--- src/rtl/alu_seq_pkg.sv ---
// Shared opcodes, FSM state type and per-opcode latency lookup for alu_op_sequencer.
// Float operands use 1 sign / 4 exponent (bias 7) / 7 mantissa bits; exponent 0 reads as zero.
package alu_seq_pkg;

    localparam logic [2:0] OP_ILL  = 3'b000;
    localparam logic [2:0] OP_ADD  = 3'b001;
    localparam logic [2:0] OP_SUB  = 3'b010;
    localparam logic [2:0] OP_UMUL = 3'b011;
    localparam logic [2:0] OP_SMUL = 3'b100;
    localparam logic [2:0] OP_FADD = 3'b101;
    localparam logic [2:0] OP_FMUL = 3'b110;
    localparam logic [2:0] OP_CMP  = 3'b111;

    typedef enum logic [1:0] {
        IDLE = 2'b00,
        EXEC = 2'b01,
        DONE = 2'b10
    } state_t;

    function automatic int unsigned lat_of(input logic [2:0] op,
                                           input int unsigned lat_add,
                                           input int unsigned lat_mul,
                                           input int unsigned lat_fadd,
                                           input int unsigned lat_fmul);
        case (op)
            OP_UMUL, OP_SMUL: return lat_mul;
            OP_FADD:          return lat_fadd;
            OP_FMUL:          return lat_fmul;
            default:          return lat_add;
        endcase
    endfunction

endpackage

--- src/rtl/alu_core.sv ---
// Combinational shared ALU: 8-bit add/sub/compare, 8x8 multiplies and 12-bit float add/multiply.
// Float results truncate toward zero; out-of-range magnitudes saturate to the largest finite value.
module alu_core
    import alu_seq_pkg::*;
(
    input  logic [2:0]  op,
    input  logic [11:0] a,
    input  logic [11:0] b,
    output logic [15:0] result,
    output logic        flag,
    output logic        err
);

    logic [7:0]         add_sum;
    logic [7:0]         sub_diff;
    logic [15:0]        umul;
    logic signed [15:0] smul;
    logic               umul_ovf;
    logic               smul_ovf;

    assign add_sum  = a[7:0] + b[7:0];
    assign sub_diff = a[7:0] - b[7:0];
    assign umul     = a[7:0] * b[7:0];
    assign smul     = $signed(a[7:0]) * $signed(b[7:0]);
    assign umul_ovf = |umul[15:8];
    // Signed product fits in 8 bits only when bits 15..7 are a pure sign extension.
    assign smul_ovf = !((&smul[15:7]) || !(|smul[15:7]));

    // Float multiply: 8x8 mantissa product, normalised by at most one position.
    logic [15:0] fm_prod;
    logic [8:0]  fm_top;
    logic [5:0]  fm_esum;
    logic [11:0] fmul_z;
    logic        fmul_ovf;

    assign fm_prod = {1'b1, a[6:0]} * {1'b1, b[6:0]};
    assign fm_top  = 9'(fm_prod >> 7);
    assign fm_esum = {2'b00, a[10:7]} + {2'b00, b[10:7]} + {5'b0, fm_top[8]};

    // NOTE: every output of a combinational block gets a default first, so no path can infer a latch.
    always_comb begin
        fmul_z   = '0;
        fmul_ovf = 1'b0;
        if (a[10:7] != 4'd0 && b[10:7] != 4'd0) begin
            if (fm_esum > 6'd22) begin
                fmul_z   = {a[11] ^ b[11], 4'hF, 7'h7F};
                fmul_ovf = 1'b1;
            end else if (fm_esum >= 6'd8) begin
                fmul_z = {a[11] ^ b[11], 4'(fm_esum - 6'd7),
                          fm_top[8] ? fm_top[7:1] : fm_top[6:0]};
            end
        end
    end

    // Float add: both operands aligned exactly into one fixed-point field, then renormalised.
    logic [21:0]        fa_mag_a;
    logic [21:0]        fa_mag_b;
    logic signed [23:0] fa_val_a;
    logic signed [23:0] fa_val_b;
    logic signed [23:0] fa_sum;
    logic [22:0]        fa_abs;
    logic [4:0]         fa_msb;
    logic [11:0]        fadd_z;

    assign fa_mag_a = (a[10:7] == 4'd0) ? '0 : (22'({1'b1, a[6:0]}) << (a[10:7] - 4'd1));
    assign fa_mag_b = (b[10:7] == 4'd0) ? '0 : (22'({1'b1, b[6:0]}) << (b[10:7] - 4'd1));
    assign fa_val_a = a[11] ? -$signed({2'b00, fa_mag_a}) : $signed({2'b00, fa_mag_a});
    assign fa_val_b = b[11] ? -$signed({2'b00, fa_mag_b}) : $signed({2'b00, fa_mag_b});
    assign fa_sum   = fa_val_a + fa_val_b;
    assign fa_abs   = fa_sum[23] ? 23'(-fa_sum) : 23'(fa_sum);

    always_comb begin
        fa_msb = '0;
        for (int i = 0; i < 23; i++) begin
            if (fa_abs[i]) fa_msb = 5'(i);
        end
    end

    always_comb begin
        fadd_z = '0;
        if (fa_abs != '0 && fa_msb >= 5'd7) begin
            if (fa_msb > 5'd21) fadd_z = {fa_sum[23], 4'hF, 7'h7F};
            else                fadd_z = {fa_sum[23], 4'(fa_msb - 5'd6), 7'(fa_abs >> (fa_msb - 5'd7))};
        end
    end

    always_comb begin
        result = '0;
        flag   = 1'b0;
        err    = 1'b0;
        case (op)
            OP_ADD:  result = {8'h00, add_sum};
            OP_SUB:  result = {8'h00, sub_diff};
            OP_UMUL: begin result = umul;          flag = umul_ovf; end
            OP_SMUL: begin result = smul;          flag = smul_ovf; end
            OP_FADD: result = {4'h0, fadd_z};
            OP_FMUL: begin result = {4'h0, fmul_z}; flag = fmul_ovf; end
            OP_CMP:  result = {4'h0, {12{a[7:0] != b[7:0]}}};
            default: err = 1'b1;
        endcase
    end

endmodule

--- src/rtl/alu_op_sequencer.sv ---
// Multi-cycle issue controller: holds operands stable for LAT(op) cycles around alu_core.
// Optional ALU_SEQ_PERF_EN adds saturating perf_ops / perf_busy counters.
module alu_op_sequencer
    import alu_seq_pkg::*;
#(
    parameter int unsigned LAT_ADD  = 1,
    parameter int unsigned LAT_MUL  = 2,
    parameter int unsigned LAT_FADD = 3,
    parameter int unsigned LAT_FMUL = 4
) (
    input  logic        clk,
    input  logic        rst,
    input  logic        req_valid,
    output logic        req_ready,
    input  logic [2:0]  req_op,
    input  logic [11:0] req_a,
    input  logic [11:0] req_b,
    output logic        rsp_valid,
    input  logic        rsp_ready,
    output logic [15:0] rsp_result,
    output logic        rsp_flag,
    output logic        rsp_err
`ifdef ALU_SEQ_PERF_EN
    ,
    output logic [15:0] perf_ops,
    output logic [15:0] perf_busy
`endif
);

    state_t      state;
    state_t      state_nxt;
    logic [2:0]  cnt;
    logic [2:0]  op_q;
    logic [11:0] a_q;
    logic [11:0] b_q;
    logic [15:0] alu_result;
    logic        alu_flag;
    logic        alu_err;
    logic        req_fire;
    logic        exec_last;

    alu_core u_alu_core (
        .op     (op_q),
        .a      (a_q),
        .b      (b_q),
        .result (alu_result),
        .flag   (alu_flag),
        .err    (alu_err)
    );

    assign req_fire  = req_valid && req_ready;
    assign exec_last = (state == EXEC) && (cnt == 3'd0);

    always_comb begin
        state_nxt = state;
        req_ready = 1'b0;
        rsp_valid = 1'b0;
        case (state)
            IDLE: begin
                req_ready = 1'b1;
                if (req_valid) state_nxt = EXEC;
            end
            EXEC: if (cnt == 3'd0) state_nxt = DONE;
            DONE: begin
                rsp_valid = 1'b1;
                if (rsp_ready) state_nxt = IDLE;
            end
            default: state_nxt = IDLE;
        endcase
    end

    // NOTE: sequential state uses non-blocking assignments so every register samples pre-edge values.
    // NOTE: reset is synchronous and clears operands too, so an aborted op leaves nothing behind.
    always_ff @(posedge clk) begin
        if (rst) begin
            state      <= IDLE;
            cnt        <= '0;
            op_q       <= '0;
            a_q        <= '0;
            b_q        <= '0;
            rsp_result <= '0;
            rsp_flag   <= 1'b0;
            rsp_err    <= 1'b0;
        end else begin
            state <= state_nxt;
            if (req_fire) begin
                op_q <= req_op;
                a_q  <= req_a;
                b_q  <= req_b;
                cnt  <= 3'(lat_of(req_op, LAT_ADD, LAT_MUL, LAT_FADD, LAT_FMUL) - 1);
            end else if (state == EXEC && cnt != 3'd0) begin
                cnt <= cnt - 3'd1;
            end
            if (exec_last) begin
                rsp_result <= alu_result;
                rsp_flag   <= alu_flag;
                rsp_err    <= alu_err;
            end
        end
    end

`ifdef ALU_SEQ_PERF_EN
    always_ff @(posedge clk) begin
        if (rst) begin
            perf_ops  <= '0;
            perf_busy <= '0;
        end else begin
            if (rsp_valid && rsp_ready && perf_ops != 16'hFFFF) perf_ops <= perf_ops + 16'd1;
            if (state == EXEC && perf_busy != 16'hFFFF) perf_busy <= perf_busy + 16'd1;
        end
    end
`endif

endmodule

--- config.mk ---
export PLATFORM = sky130hd
export DESIGN_NAME = alu_op_sequencer
export DESIGN_NICKNAME = d
export VERILOG_FILES = /design/src/rtl/alu_seq_pkg.sv /design/src/rtl/alu_core.sv /design/src/rtl/alu_op_sequencer.sv
export SDC_FILE = /design/constraint.sdc
export NUM_CORES = 1
export LEC_CHECK = 0
export CAP_MARGIN = 20
export CORE_ASPECT_RATIO = 1.75
export CORE_MARGIN = 2
export CORE_UTILIZATION = 25
export CTS_BUF_LIST = sky130_fd_sc_hd__clkbuf_16
export DETAILED_ROUTE_END_ITERATION = 10
export SLEW_MARGIN = 20
export SYNTH_ARGS = -nofsm -noshare
export SYNTH_HDL_FRONTEND = slang
export SYNTH_SLANG_ARGS = --single-unit
--- constraint.sdc ---
create_clock -name clk -period 10.1 [get_ports clk]
set_input_delay 2.02 -clock clk [delete_from_list [all_inputs] [get_ports clk]]
set_output_delay 2.02 -clock clk [all_outputs]
set_load 0.01 [all_outputs]
After elaboration in Yosys (flattened, before gate mapping). Index checks and enable logic that the tools add are counted.

$add $sub $neg: 15. $mul: 3. Magnitude comparators: 4. Equal/unequal tests: 17. Shift-type cells: 3. Mux-type cells: 49. Bitwise logic cells: 1. Reductions and logical operators: 23.

Operator list (number): one-hot mux 16 bit (7 select lines) (1); multiplier 8 x 8 -> 16 bit (3); 2-to-1 mux 12 bit (4); 2-to-1 mux 24 bit (2); negation 22 -> 24 bit (2); 2-to-1 mux 22 bit (2); << shifter 8 x 4 -> 22 bit (2); 2-to-1 mux 5 bit (7); 2-to-1 mux 4 bit (8); adder 24 bit (1); 2-to-1 mux 3 bit (8); 2-to-1 mux 23 bit (1); negation 23 bit (1); nonzero test 23 bit (1); >> shifter 23 x 5 -> 7 bit (1); equality test 3 bit (second input constant) (7); 2-to-1 mux 11 bit (1); 2-to-1 mux 2 bit (5); equality test 3 x 2 -> 1 bit (second input constant) (3); one-hot mux 3 bit (3 select lines) (1); AND reduction 9 bit (1); OR reduction 9 bit (1); adder 8 bit (1); zero test 4 bit (2); 33 further kinds (49).

Flip-flop bits (word level): 50. Input bits: 31. Output and inout bits: 20. Word-level logic and storage cells: 123.

Depth between registers and ports, before layout. Gate-level depths: netlist of the first run.

Word-level depth: 35. Mapped depth: 49. Gate-level depth less buffers: 40.

Cells and area by module. From an unflattened synthesis of the first run, not the netlist that was laid out.

Cells, all modules: 1844. Area, all modules: 14112.3 um^2.

By module, submodules not included: alu_core (times used 1, cells an instance 1606, area each 12176.7 um^2, sequential area each 0.0 um^2); alu_op_sequencer (times used 1, cells an instance 238, area each 1935.6 um^2, sequential area each 1001.0 um^2).

Worst setup path after synthesis of the first run. No wires, ideal clock.

Path kind: flip-flop to flip-flop. Start point: reg a_q[7]. End point: reg rsp_result[3]. Library setup time: 0.133 ns. Arrival time: 9.802 ns. Required time: 9.967 ns. Slack: 0.166 ns. Stages on the path, launching flop included: 49. Buffers on the path: 11. Clock period less this slack: 9.934 ns. Cell sequence: dfxtp_1 -> buf_2 -> buf_4 -> inv_1 -> buf_1 -> ha_1 -> clkbuf_1 -> o21bai_1 -> a21o_1 -> clkbuf_1 -> nor2_1 -> nand2_1 -> ha_1 -> o31ai_1 -> or2_2 -> nor2_1 -> nand2_1 -> or3_1 -> [... 13 more ...] -> xnor2_2 -> inv_1 -> a21oi_1 -> o21ai_1 -> inv_1 -> buf_2 -> buf_4 -> ha_1 -> inv_1 -> and2_1 -> a32oi_1 -> and4_1 -> clkbuf_1 -> mux2i_1 -> mux2i_1 -> mux4_2 -> a211oi_1 -> nor3_1.

Word-level cells in the longest chain between the ends: 35. Elaborated cells between the ends (all ways): 50. Classes of those cells: add/sub (7); order compare (4); eq/ne (1); shift (2); mux (31); reduce/logical (5).

RTL lines: from (decl) (RTL line alu_op_sequencer.sv:34) `logic [11:0] a_q;`; from (signal assigned) (RTL line alu_op_sequencer.sv:88) `a_q <= req_a;`; subtractor 4 x 1 -> 4 bit (RTL line alu_core.sv:65) `assign fa_mag_a = (a[10:7] == 4'd0) ? '0 : (22'({1'b1, a[6:0]}) << (a[10:7] - 4'd1));`; << shifter 8 x 4 -> 22 bit (RTL line alu_core.sv:65); 2-to-1 mux 22 bit (RTL line alu_core.sv:65); negation 22 -> 24 bit (RTL line alu_core.sv:67) `assign fa_val_a = a[11] ? -$signed({2'b00, fa_mag_a}) : $signed({2'b00, fa_mag_a});`; 2-to-1 mux 24 bit (RTL line alu_core.sv:67); adder 24 bit (RTL line alu_core.sv:69) `assign fa_sum = fa_val_a + fa_val_b;`; negation 23 bit (RTL line alu_core.sv:70) `assign fa_abs = fa_sum[23] ? 23'(-fa_sum) : 23'(fa_sum);`; 2-to-1 mux 23 bit (RTL line alu_core.sv:70); [... 3 more ...]; 2-to-1 mux 3 bit (4 in series) (RTL line alu_core.sv:75) `if (fa_abs[i]) fa_msb = 5'(i);`; 2-to-1 mux 4 bit (8 in series) (RTL line alu_core.sv:75); 2-to-1 mux 5 bit (7 in series) (RTL line alu_core.sv:75); subtractor 5 x 3 -> 5 bit (RTL line alu_core.sv:83) `else fadd_z = {fa_sum[23], 4'(fa_msb - 5'd6), 7'(fa_abs >> (fa_msb - 5'd7))};`; >> shifter 23 x 5 -> 7 bit (RTL line alu_core.sv:83); 2-to-1 mux 11 bit (RTL line alu_core.sv:82) `if (fa_msb > 5'd21) fadd_z = {fa_sum[23], 4'hF, 7'h7F};`; 2-to-1 mux 12 bit (RTL line alu_core.sv:81) `if (fa_abs != '0 && fa_msb >= 5'd7) begin`; one-hot mux 16 bit (7 select lines) * (RTL line alu_core.sv:91) `case (op)`; to (signal assigned) (RTL line alu_op_sequencer.sv:95) `rsp_result <= alu_result;`; to (decl) (RTL line alu_op_sequencer.sv:20) `output logic [15:0] rsp_result,`.

Every way passes the cells marked *; elsewhere a longest branch is shown, timed or not. A chain may end at the register's enable or synchronous reset.

Final worst setup path of the first run.
Start point: reg b_q[7]. End point: reg rsp_result[0].

Word-level cells in the longest chain between the ends: 35. Elaborated cells between the ends (all ways): 50. Classes of those cells: add/sub (7); order compare (4); eq/ne (1); shift (2); mux (31); reduce/logical (5).

RTL lines: from (decl) (RTL line alu_op_sequencer.sv:35) `logic [11:0] b_q;`; from (signal assigned) (RTL line alu_op_sequencer.sv:89) `b_q <= req_b;`; subtractor 4 x 1 -> 4 bit (RTL line alu_core.sv:66) `assign fa_mag_b = (b[10:7] == 4'd0) ? '0 : (22'({1'b1, b[6:0]}) << (b[10:7] - 4'd1));`; << shifter 8 x 4 -> 22 bit (RTL line alu_core.sv:66); 2-to-1 mux 22 bit (RTL line alu_core.sv:66); negation 22 -> 24 bit (RTL line alu_core.sv:68) `assign fa_val_b = b[11] ? -$signed({2'b00, fa_mag_b}) : $signed({2'b00, fa_mag_b});`; 2-to-1 mux 24 bit (RTL line alu_core.sv:68); adder 24 bit (RTL line alu_core.sv:69); negation 23 bit (RTL line alu_core.sv:70); 2-to-1 mux 23 bit (RTL line alu_core.sv:70); [... 3 more ...]; 2-to-1 mux 3 bit (4 in series) (RTL line alu_core.sv:75); 2-to-1 mux 4 bit (8 in series) (RTL line alu_core.sv:75); 2-to-1 mux 5 bit (7 in series) (RTL line alu_core.sv:75); subtractor 5 x 3 -> 5 bit (RTL line alu_core.sv:83); >> shifter 23 x 5 -> 7 bit (RTL line alu_core.sv:83); 2-to-1 mux 11 bit (RTL line alu_core.sv:82); 2-to-1 mux 12 bit (RTL line alu_core.sv:81); one-hot mux 16 bit (7 select lines) * (RTL line alu_core.sv:91).

Marked as above.

==> metrics.yaml, run 1 <==
cp_data_required_time_ps: 10320
gp_congestion: 1.005
status: "finished, final reports clean"
vdd_ir_drop_max_mv: 0.1782
hp-start: "rsp_err$_SDFFE_PP0P_"
synth_compound_area_share_pct: 23.21
drc: 0
cp.arrival_ps: 9690
slowest_stage: "xor2_1"
cp-start-kind: "flop"
r2r_start: "b_q[7]$_SDFFE_PP0P_"
whs_ps: 464.9
grt_pass1_vias: 14660
critical_path_class: "reg -> reg"
max_freq_ghz: 0.1057
reg2reg_to: "rsp_result[0]$_SDFFE_PP0P_"
die_w_um: 185.7
synth_top_area_share_pct: 15.53
dp_hpwl_mm: 45.97
setup_viol: 0
ff2ff_setup_slack_ps: 640
cts-htree-levels: 2
synth.most_common_cell: "nand2_1"
min_period_ps: 9462
clockBufferDepth: 2
grt_setup_unrepaired: "no"
antenna_found_initial: 1
core-area_sq_mm: 0.05718
initial_core_util_pct: 25.25
p_leak_nw: 7.053
synthesis.area_sq_mm: 0.01444
async_reset_ff_share_pct: 0
final_area_sq_mm: 0.01606
clk_pin_slew_ps: 80
worst_setup_path_end_kind: "flop"
yosys.area.top_type: "fa_1"
num_vias: 14300
portBuffers: 50
placed_cell_area_sq_mm: 0.01583
drive_gt1_share_pct: 7.244
cp_top_family: "compound AO/OA/AOI/OAI gates"
syn_nets: 2165
finalSetupTns_ps: 0
die_area_sq_mm: 0.05976
yosys_most_used_dff: "dfxtp_1"
synth_top_family_by_area: "adder cells"
syn_area_per_cell_sq_um: 7.631
min_path_cells: 2
power_density_mw_per_mm2: 210.8
synthCells: 1892
grt_overflow_total: 0
viasPerCell: 5.352
rr_worst_depth: 31
whs_endpoint: "rsp_err$_SDFFE_PP0P_"
io_pins: 51
firstDrtPassIters: 6
ys_ff_latch: 50
maxCapViolCount: 0
grt_pass1_wl_mm: 83.98
synthTopCellsByArea: "fa_1 16%, ha_1 11%, dfxtp_1 6.9%"
track_usage_pct: 18.52
hold_class: "reg -> reg"
row_count: 116
yosys.area_share.xor_xnor_pct: 8.172
final_antenna_net_count: 0
finalMaxSlewViolations: 0
fin_skew_ps: 9.201
synth_edf_count: 0
syn_to_final_growth_pct: 11.24
synthAdderAreaFrac_pct: 26.80
yosysWarnings: 0
n_antenna_cell: 0
yosysSeqAreaShare_pct: 6.933
cts_root_buf: "clkbuf_16"
finalWirelength_mm: 55.12
ys_types: 102
die_h_um: 321.9
cts_num_sinks: 50
netlist_top_cells_count: "187 x nand2_1, 181 x inv_1, 149 x nor2_1"
critPathMaxFanout: 41
insertion_delay_ps: 330
cts_tree: "yes"
synthSimpleGateAreaFrac_pct: 21.24
fin_nets: 2177
numCtsBuffers: 5
fin_crit_sh_pct: 93.68
synth_mux_area_share_pct: 6.040
critPathMostFrequentCell: "o21ai_0"
hold_viol: 0
slew_headroom_pct: 32.09
drt_iter0_markers: 1193
cp_num_buf_inv: 4
grt_max_degree: 51
wl_per_cell_um: 20.63
worst_pin_slew_ps: 993.0
crit_path_max_incr_delay_ps: 720
[report_power, final]
part	total [W]	switching, W	leakage [nW]	internal [W]
logic	0.00292	0.00180	6.56	0.00112
clock network	0.000215	0.0000972	0.0818	0.000118
registers	0.000253	0.0000387	0.409	0.000214
[flip-flops by register name (all words and copies together) (netlist names)]
register and count:
state 2, rsp_err 1, b_q 12, a_q 12
cnt 3, op_q 3, rsp_flag 1, rsp_result 16
[metal layers]
layer / global-route usage, % / vias to the layer above / share of wire [%]
met2: 34.99 / 481 / 54
li1: - / 6681 / -
met1: 17.18 / 6928 / 33
met5: 0 / - / 0
met4: 17.34 / 0 / 11
met3: 1.459 / 211 / 3.1
[logic make-up (layout without fill, tap and decap cells)]
family	count (synthesis)	after routing
AO/OA/AOI/OAI	504	504
flip-flops	50	50
buffers and inverters	278	291
AND/OR/NAND/NOR	621	621
XOR/XNOR	128	128
adder cells (fa/ha/maj)	242	242
multiplexers	69	69
[how the worst max path moves through the flow]
stage / start / to / slack, ps / cells after the start
after floorplan: a_q[7]$_SDFFE_PP0P_ / rsp_result[3]$_SDFFE_PP0P_ / 170 / 48
after detailed placement: b_q[8]$_SDFFE_PP0P_ / rsp_result[3]$_SDFFE_PP0P_ / 220 / 37
final: b_q[7]$_SDFFE_PP0P_ / rsp_result[0]$_SDFFE_PP0P_ / 640 / 31
after CTS: b_q[8]$_SDFFE_PP0P_ / rsp_result[3]$_SDFFE_PP0P_ / 130 / 37
after global placement: b_q[8]$_SDFFE_PP0P_ / rsp_result[3]$_SDFFE_PP0P_ / 270 / 37
after global routing: b_q[8]$_SDFFE_PP0P_ / rsp_result[3]$_SDFFE_PP0P_ / 30 / 37
[cell type report]
class                           count  area [sq um]
Sequential cell                    50          1002
Clock buffer                        5         125.1
Timing Repair Buffer               99         865.8
Clock inverter                      3         42.54
Multi-Input combinational cell   1564         12370
Fill cell                        6170         41120
Inverter                          184         690.7
Tap cell                          767         959.7
[worst min-delay path: cells and delay by family, from the launching register on]
kind / cells / cell delay, ps
AOI/OAI and AO/OA: 1 / 50
DFF: 1 / 320
buffers and inverters: 1 / 50
[cells in the final DEF, fill, tap and decap left out, types with 49 or more instances in the layout]
cell type / synthesis / layout
nand2_1: 187 / 187
buf_4: 6 / 50
dfxtp_1: 50 / 49
fa_1: 112 / 112
a21oi_1: 142 / 141
clkdlybuf4s50_1: 0 / 49
xnor2_1: 78 / 77
nor2_1: 149 / 149
inv_1: 181 / 181
o21ai_0: 96 / 96
ha_1: 130 / 127
[per-stage QoR]
step | setup slack (ps) | power (W) | util, % | instances
after detailed placement | 217.2 | 0.003066 | 27.68 | 2661
after CTS | 125.4 | 0.003302 | 27.98 | 2669
after global placement | 271.9 | 0.003048 | 27.68 | 2661
after floorplan | 165.8 | 0.002317 | - | 1892
final | 638.3 | 0.003386 | 28.09 | 2672
after global routing | 25.52 | 0.003632 | 28.09 | 2672
[what timing repair did]
item | 4_1_cts | 5_1_grt
endpoints found under the setup margin | 0 | 5
resized for setup | 0 | 10
hold buffers | 0 | 0
setup buffers | 0 | 3
No activity file was read; power rests on OpenSTA's default activity.
==> inputs of run 2 (changes only) <==
Settings changed: CORE_MARGIN 2 to 8.
==> metrics.yaml, run 2 (same netlist as run 1, synthesis figures left out) <==
fin_nets: 2194
clk_pin_slew_ps: 80
firstDrtPassIters: 5
largest_reg_flops: 16
p_switching_w: 0.001926
worst_pin_slew_ps: 1125
cts_num_sinks: 50
setup_viol: 0
viasPerCell: 5.355
numCtsBuffers: 5
p_leak_nw: 7.129
ff2ff_setup_slack_ps: 610
vdd_ir_drop_max_mv: 0.2204
fin_crit_sh_pct: 93.99
portBuffers: 50
gp_congestion: 0.9690
slew_headroom_pct: 24.99
mostFrequentLayoutCells: "187 x nand2_1, 181 x inv_1, 149 x nor2_1"
finalSetupTns_ps: 0
finalWirelength_mm: 56.27
initial_core_util_pct: 25.25
clockBufferDepth: 2
drive_gt1_share_pct: 8.069
final_antenna_net_count: 0
cts_tree: "yes"
antenna_found_initial: 2
min_period_ps: 9493
finalMaxSlewViolations: 0
cp_data_required_time_ps: 10260
pwr-share-seq_pct: 7.1
power_density_mw_per_mm2: 210.3
multi_input_comb_area_sq_mm: 0.01238
syn_to_final_growth_pct: 12.10
worst_setup_path_end_kind: "flop"
die_area_sq_mm: 0.06600
post-place-ws_ps: 259.6
cts-htree-levels: 2
fin_total_pwr_w: 0.003404
setup_slack_ps: 607.5
reg2reg_to: "rsp_result[3]$_SDFFE_PP0P_"
grt_setup_unrepaired: "no"
regMostFlops: "rsp_result"
grt_pass1_vias: 14570
cp.arrival_ps: 9650
track_usage_pct: 16.51
p_comb_share_pct: 86.8
num_vias: 14400
fin_skew_ps: 9.229
layout_commonest_cell: "nand2_1"
r2r_start: "b_q[8]$_SDFFE_PP0P_"
rr_worst_depth: 35
hold_class: "reg -> reg"
critPathMaxFanout: 10
grt_overflow_total: 0
die_w_um: 197.7
slowest_stage: "or4_1"
seq_area_sq_mm: 0.001001
maxCapViolCount: 0
grt_pass1_wl_mm: 84.31
sw_frac_of_total_pct: 56.58
row_count: 116
cts_root_buf: "clkbuf_16"
io_pins: 51
fillers: 6225
whs_endpoint: "rsp_result[10]$_SDFFE_PP0P_"
hold_viol: 0
die_h_um: 333.9
largest_registers: "rsp_result: 16 flops, a_q: 12 flops, b_q: 12 flops"
min_path_cells: 2
grt_max_degree: 51
insertion_delay_ps: 320
drt_iter0_markers: 895
max_freq_ghz: 0.1053
cp-start-kind: "flop"
dp_hpwl_mm: 47.36
critical_path_class: "reg -> reg"
hp-start: "rsp_result[10]$_SDFFE_PP0P_"
drc: 0
core-area_sq_mm: 0.05718
crit_path_max_incr_delay_ps: 520
wl_per_cell_um: 20.93
power_frac_clock_pct: 6.1
power_report.internal_total_w: 0.001478
status: "finished, final reports clean"
run 2: worst max path at each step:
stage,start,to,slack (ps),cells after the start
final,b_q[8]$_SDFFE_PP0P_,rsp_result[3]$_SDFFE_PP0P_,610,35
after global routing,b_q[8]$_SDFFE_PP0P_,rsp_result[3]$_SDFFE_PP0P_,30,36
after CTS,b_q[8]$_SDFFE_PP0P_,rsp_result[3]$_SDFFE_PP0P_,200,36
after detailed placement,b_q[8]$_SDFFE_PP0P_,rsp_result[3]$_SDFFE_PP0P_,260,36
after global placement,b_q[8]$_SDFFE_PP0P_,rsp_result[3]$_SDFFE_PP0P_,250,36
after floorplan,a_q[7]$_SDFFE_PP0P_,rsp_result[3]$_SDFFE_PP0P_,170,48
run 2: per-layer routing:
layer / global-route usage (%) / routed length [um] / vias up
met2: 32.06 / 30640 / 460
li1: - / - / 6721
met1: 14.62 / 18230 / 7015
met5: 0 / 0 / -
met3: 1.318 / 1648 / 203
met4: 15.34 / 5748 / 0
run 2: worst max-delay path: cells and delay by family (launching register included):
kind	cells	cell delay, ps
compound gates	12	2680
simple gates	8	2430
mux	5	1680
fa+ha+maj	3	1010
buf+inv	5	580
xor+xnor	2	520
flops	1	440
run 2: timing repair:
action                                  CTS  global route
endpoints found under the setup margin    0             4
hold buffers                              0             0
resized for setup                         0             9
buffers inserted                          0             6
run 2: through the flow:
stage	cell area [sq um]	hold WS (ps)	util [%]	cells
3_3_place_gp	15940	445.5	27.87	2675
3_5_place_dp	15940	448.9	27.88	2675
2_1_floorplan	14440	468.8	-	1892
4_1_cts	16110	463.5	28.17	2682
5_1_grt	16180	475.4	28.30	2689
6_report	16180	463.5	28.30	2689
run 2: power by group through the flow:
stage / logic [W] / registers (W) / clock network, W
4_1_cts: 0.00286 / 0.000240 / 0.000215
5_1_grt: 0.00317 / 0.000244 / 0.000219
3_5_place_dp: 0.00284 / 0.000244 / 0
2_1_floorplan: 0.00208 / 0.000236 / 0
3_3_place_gp: 0.00283 / 0.000243 / 0
6_report: 0.00295 / 0.000241 / 0.000209
run 2: area by class of cell:
class,count,share of cell area [%]
multi-input cells,1564,76.47
flip-flops and latches,50,6.185
repair buffers,116,6.123
well taps,767,5.930
inverters,184,4.267
clock buffers,5,0.7731
clock inverters,2,0.2397
diodes,1,0.01546
==> inputs of run 3 (changes only) <==
Clock period 10.1 ns to 11.9 ns, I/O delays scaled along.
==> metrics.yaml, run 3 (same netlist as run 1, synthesis figures left out) <==
hold_viol: 0
p_leak_nw: 6.955
finalMaxSlewViolations: 0
cp_data_required_time_ps: 12100
worst_setup_path_end_kind: "flop"
critical_path_class: "reg -> reg"
status: "finished, final reports clean"
fin_nets: 2156
r2r_start: "a_q[7]$_SDFFE_PP0P_"
drc: 0
slowest_stage: "ha_1"
die_area_sq_mm: 0.06600
cts_resized: 0
final_antenna_net_count: 0
numCtsBuffers: 5
finalSetupTns_ps: 0
whs_ps: 464.2
cp-start-kind: "flop"
slew_headroom_pct: 27.92
num_vias: 14250
largest_reg_flops: 16
antenna_found_initial: 1
post_cts_buffers: 0
final_area_sq_mm: 0.01588
cts-htree-levels: 2
io_pins: 51
cp.arrival_ps: 11130
grt_pass1_vias: 14660
wl_per_cell_um: 20.80
regMostFlops: "rsp_result"
portBuffers: 50
initial_core_util_pct: 25.25
n_antenna_cell: 0
insertion_delay_ps: 330
finalWirelength_mm: 55.14
startpoint: "a_q[7]$_SDFFE_PP0P_"
clockBufferDepth: 2
cp_num_buf_inv: 5
clk_pin_slew_ps: 80
grt_pass1_wl_mm: 83.94
viasPerCell: 5.377
grt_max_degree: 51
dp_hpwl_mm: 45.70
drt_iter0_markers: 832
placed_cell_area_sq_mm: 0.01569
vdd_ir_drop_max_mv: 0.1810
cp.depth: 34
largest_registers: "rsp_result: 16 flops, a_q: 12 flops, b_q: 12 flops"
die_h_um: 333.9
cts_tree: "yes"
fillers: 6296
min_period_ps: 10930
crit_path_max_incr_delay_ps: 960
track_usage_pct: 16.37
fin_crit_sh_pct: 91.87
fin_skew_ps: 8.605
seq_area_sq_mm: 0.001001
power_density_mw_per_mm2: 176.5
reg2reg_to: "rsp_result[3]$_SDFFE_PP0P_"
worst_pin_slew_ps: 1074
ff2ff_setup_slack_ps: 970
syn_to_final_growth_pct: 9.966
cts_root_buf: "clkbuf_16"
multi_input_comb_area_sq_mm: 0.01235
grt_overflow_total: 0
critPathMaxFanout: 34
mostFrequentLayoutCells: "187 x nand2_1, 181 x inv_1, 149 x nor2_1"
cts_num_sinks: 50
setup.worst_path.end: "rsp_result[3]$_SDFFE_PP0P_"
rr_worst_depth: 34
ctsHoldBuffers: 0
row_count: 116
core-area_sq_mm: 0.05718
drive_gt1_share_pct: 5.892
hold_class: "reg -> reg"
grt_setup_unrepaired: "no"
layout_commonest_cell: "nand2_1"
cp_top_family: "compound AO/OA/AOI/OAI gates"
die_w_um: 197.7
firstDrtPassIters: 5
max_freq_ghz: 0.09147
maxCapViolCount: 0
gp_congestion: 0.9618
setup_viol: 0
[run 3: cell types whose count changed in the layout (fill, tap and decap cells not counted), sizes merged]
cell      change
buf          -38
clkinv        -1
clkinvlp      +1
diode         -1
inv           +1
[run 3: where the power goes]
part / total [W] / leakage (nW) / switching, W / internal [W]
registers: 0.000216 / 0.408 / 0.0000340 / 0.000182
clock network: 0.000185 / 0.0819 / 0.0000841 / 0.000101
logic: 0.00240 / 6.46 / 0.00150 / 0.000901
total: 0.00280 / 6.95 / 0.00162 / 0.00118
[run 3: how the worst min path moves through the flow]
stage                                 from                     endpoint  slack [ps]  cells after the start
6_report              rsp_err$_SDFFE_PP0P_         rsp_err$_SDFFE_PP0P_         460                      2
5_1_grt        rsp_result[10]$_SDFFE_PP0P_  rsp_result[10]$_SDFFE_PP0P_         500                      2
4_1_cts               rsp_err$_SDFFE_PP0P_         rsp_err$_SDFFE_PP0P_         460                      2
3_5_place_dp          rsp_err$_SDFFE_PP0P_         rsp_err$_SDFFE_PP0P_         450                      2
3_3_place_gp          rsp_err$_SDFFE_PP0P_         rsp_err$_SDFFE_PP0P_         450                      2
2_1_floorplan          cnt[2]$_SDFFE_PP0P_          cnt[2]$_SDFFE_PP0P_         470                      2
[run 3: tightest hold or removal path, delay by kind of cell (launching register included)]
kind / cells / cell delay [ps]
buffers and inverters: 1 / 50
AOI/OAI and AO/OA: 1 / 50
DFF: 1 / 320
[run 3: layout make-up]
cell class | instances | share of cell area, %
Clock buffer | 5 | 0.7881
Clock inverter | 3 | 0.3074
Inverter | 184 | 4.350
Multi-Input combinational cell | 1564 | 77.76
Sequential cell | 50 | 6.305
Tap cell | 767 | 6.045
Timing Repair Buffer | 78 | 4.445
[run 3: per-stage QoR]
stage,worst slack (ps),std cells,power [W],util [%]
after detailed placement,1252,2642,0.002564,27.43
final,967.3,2651,0.002802,27.76
after floorplan,1966,1892,0.001967,-
after CTS,1214,2650,0.002765,27.74
after global placement,1485,2642,0.002560,27.43
after global routing,291.1,2651,0.002982,27.76
[run 3: per-layer routing]
layer / track usage (%) / share of wire, % / routed length (um)
met1: 15.18 / 33 / 18150
met2: 30.60 / 54 / 29560
met3: 1.137 / 2.9 / 1589
met4: 16.25 / 11 / 5840
met5: 0 / 0 / 0
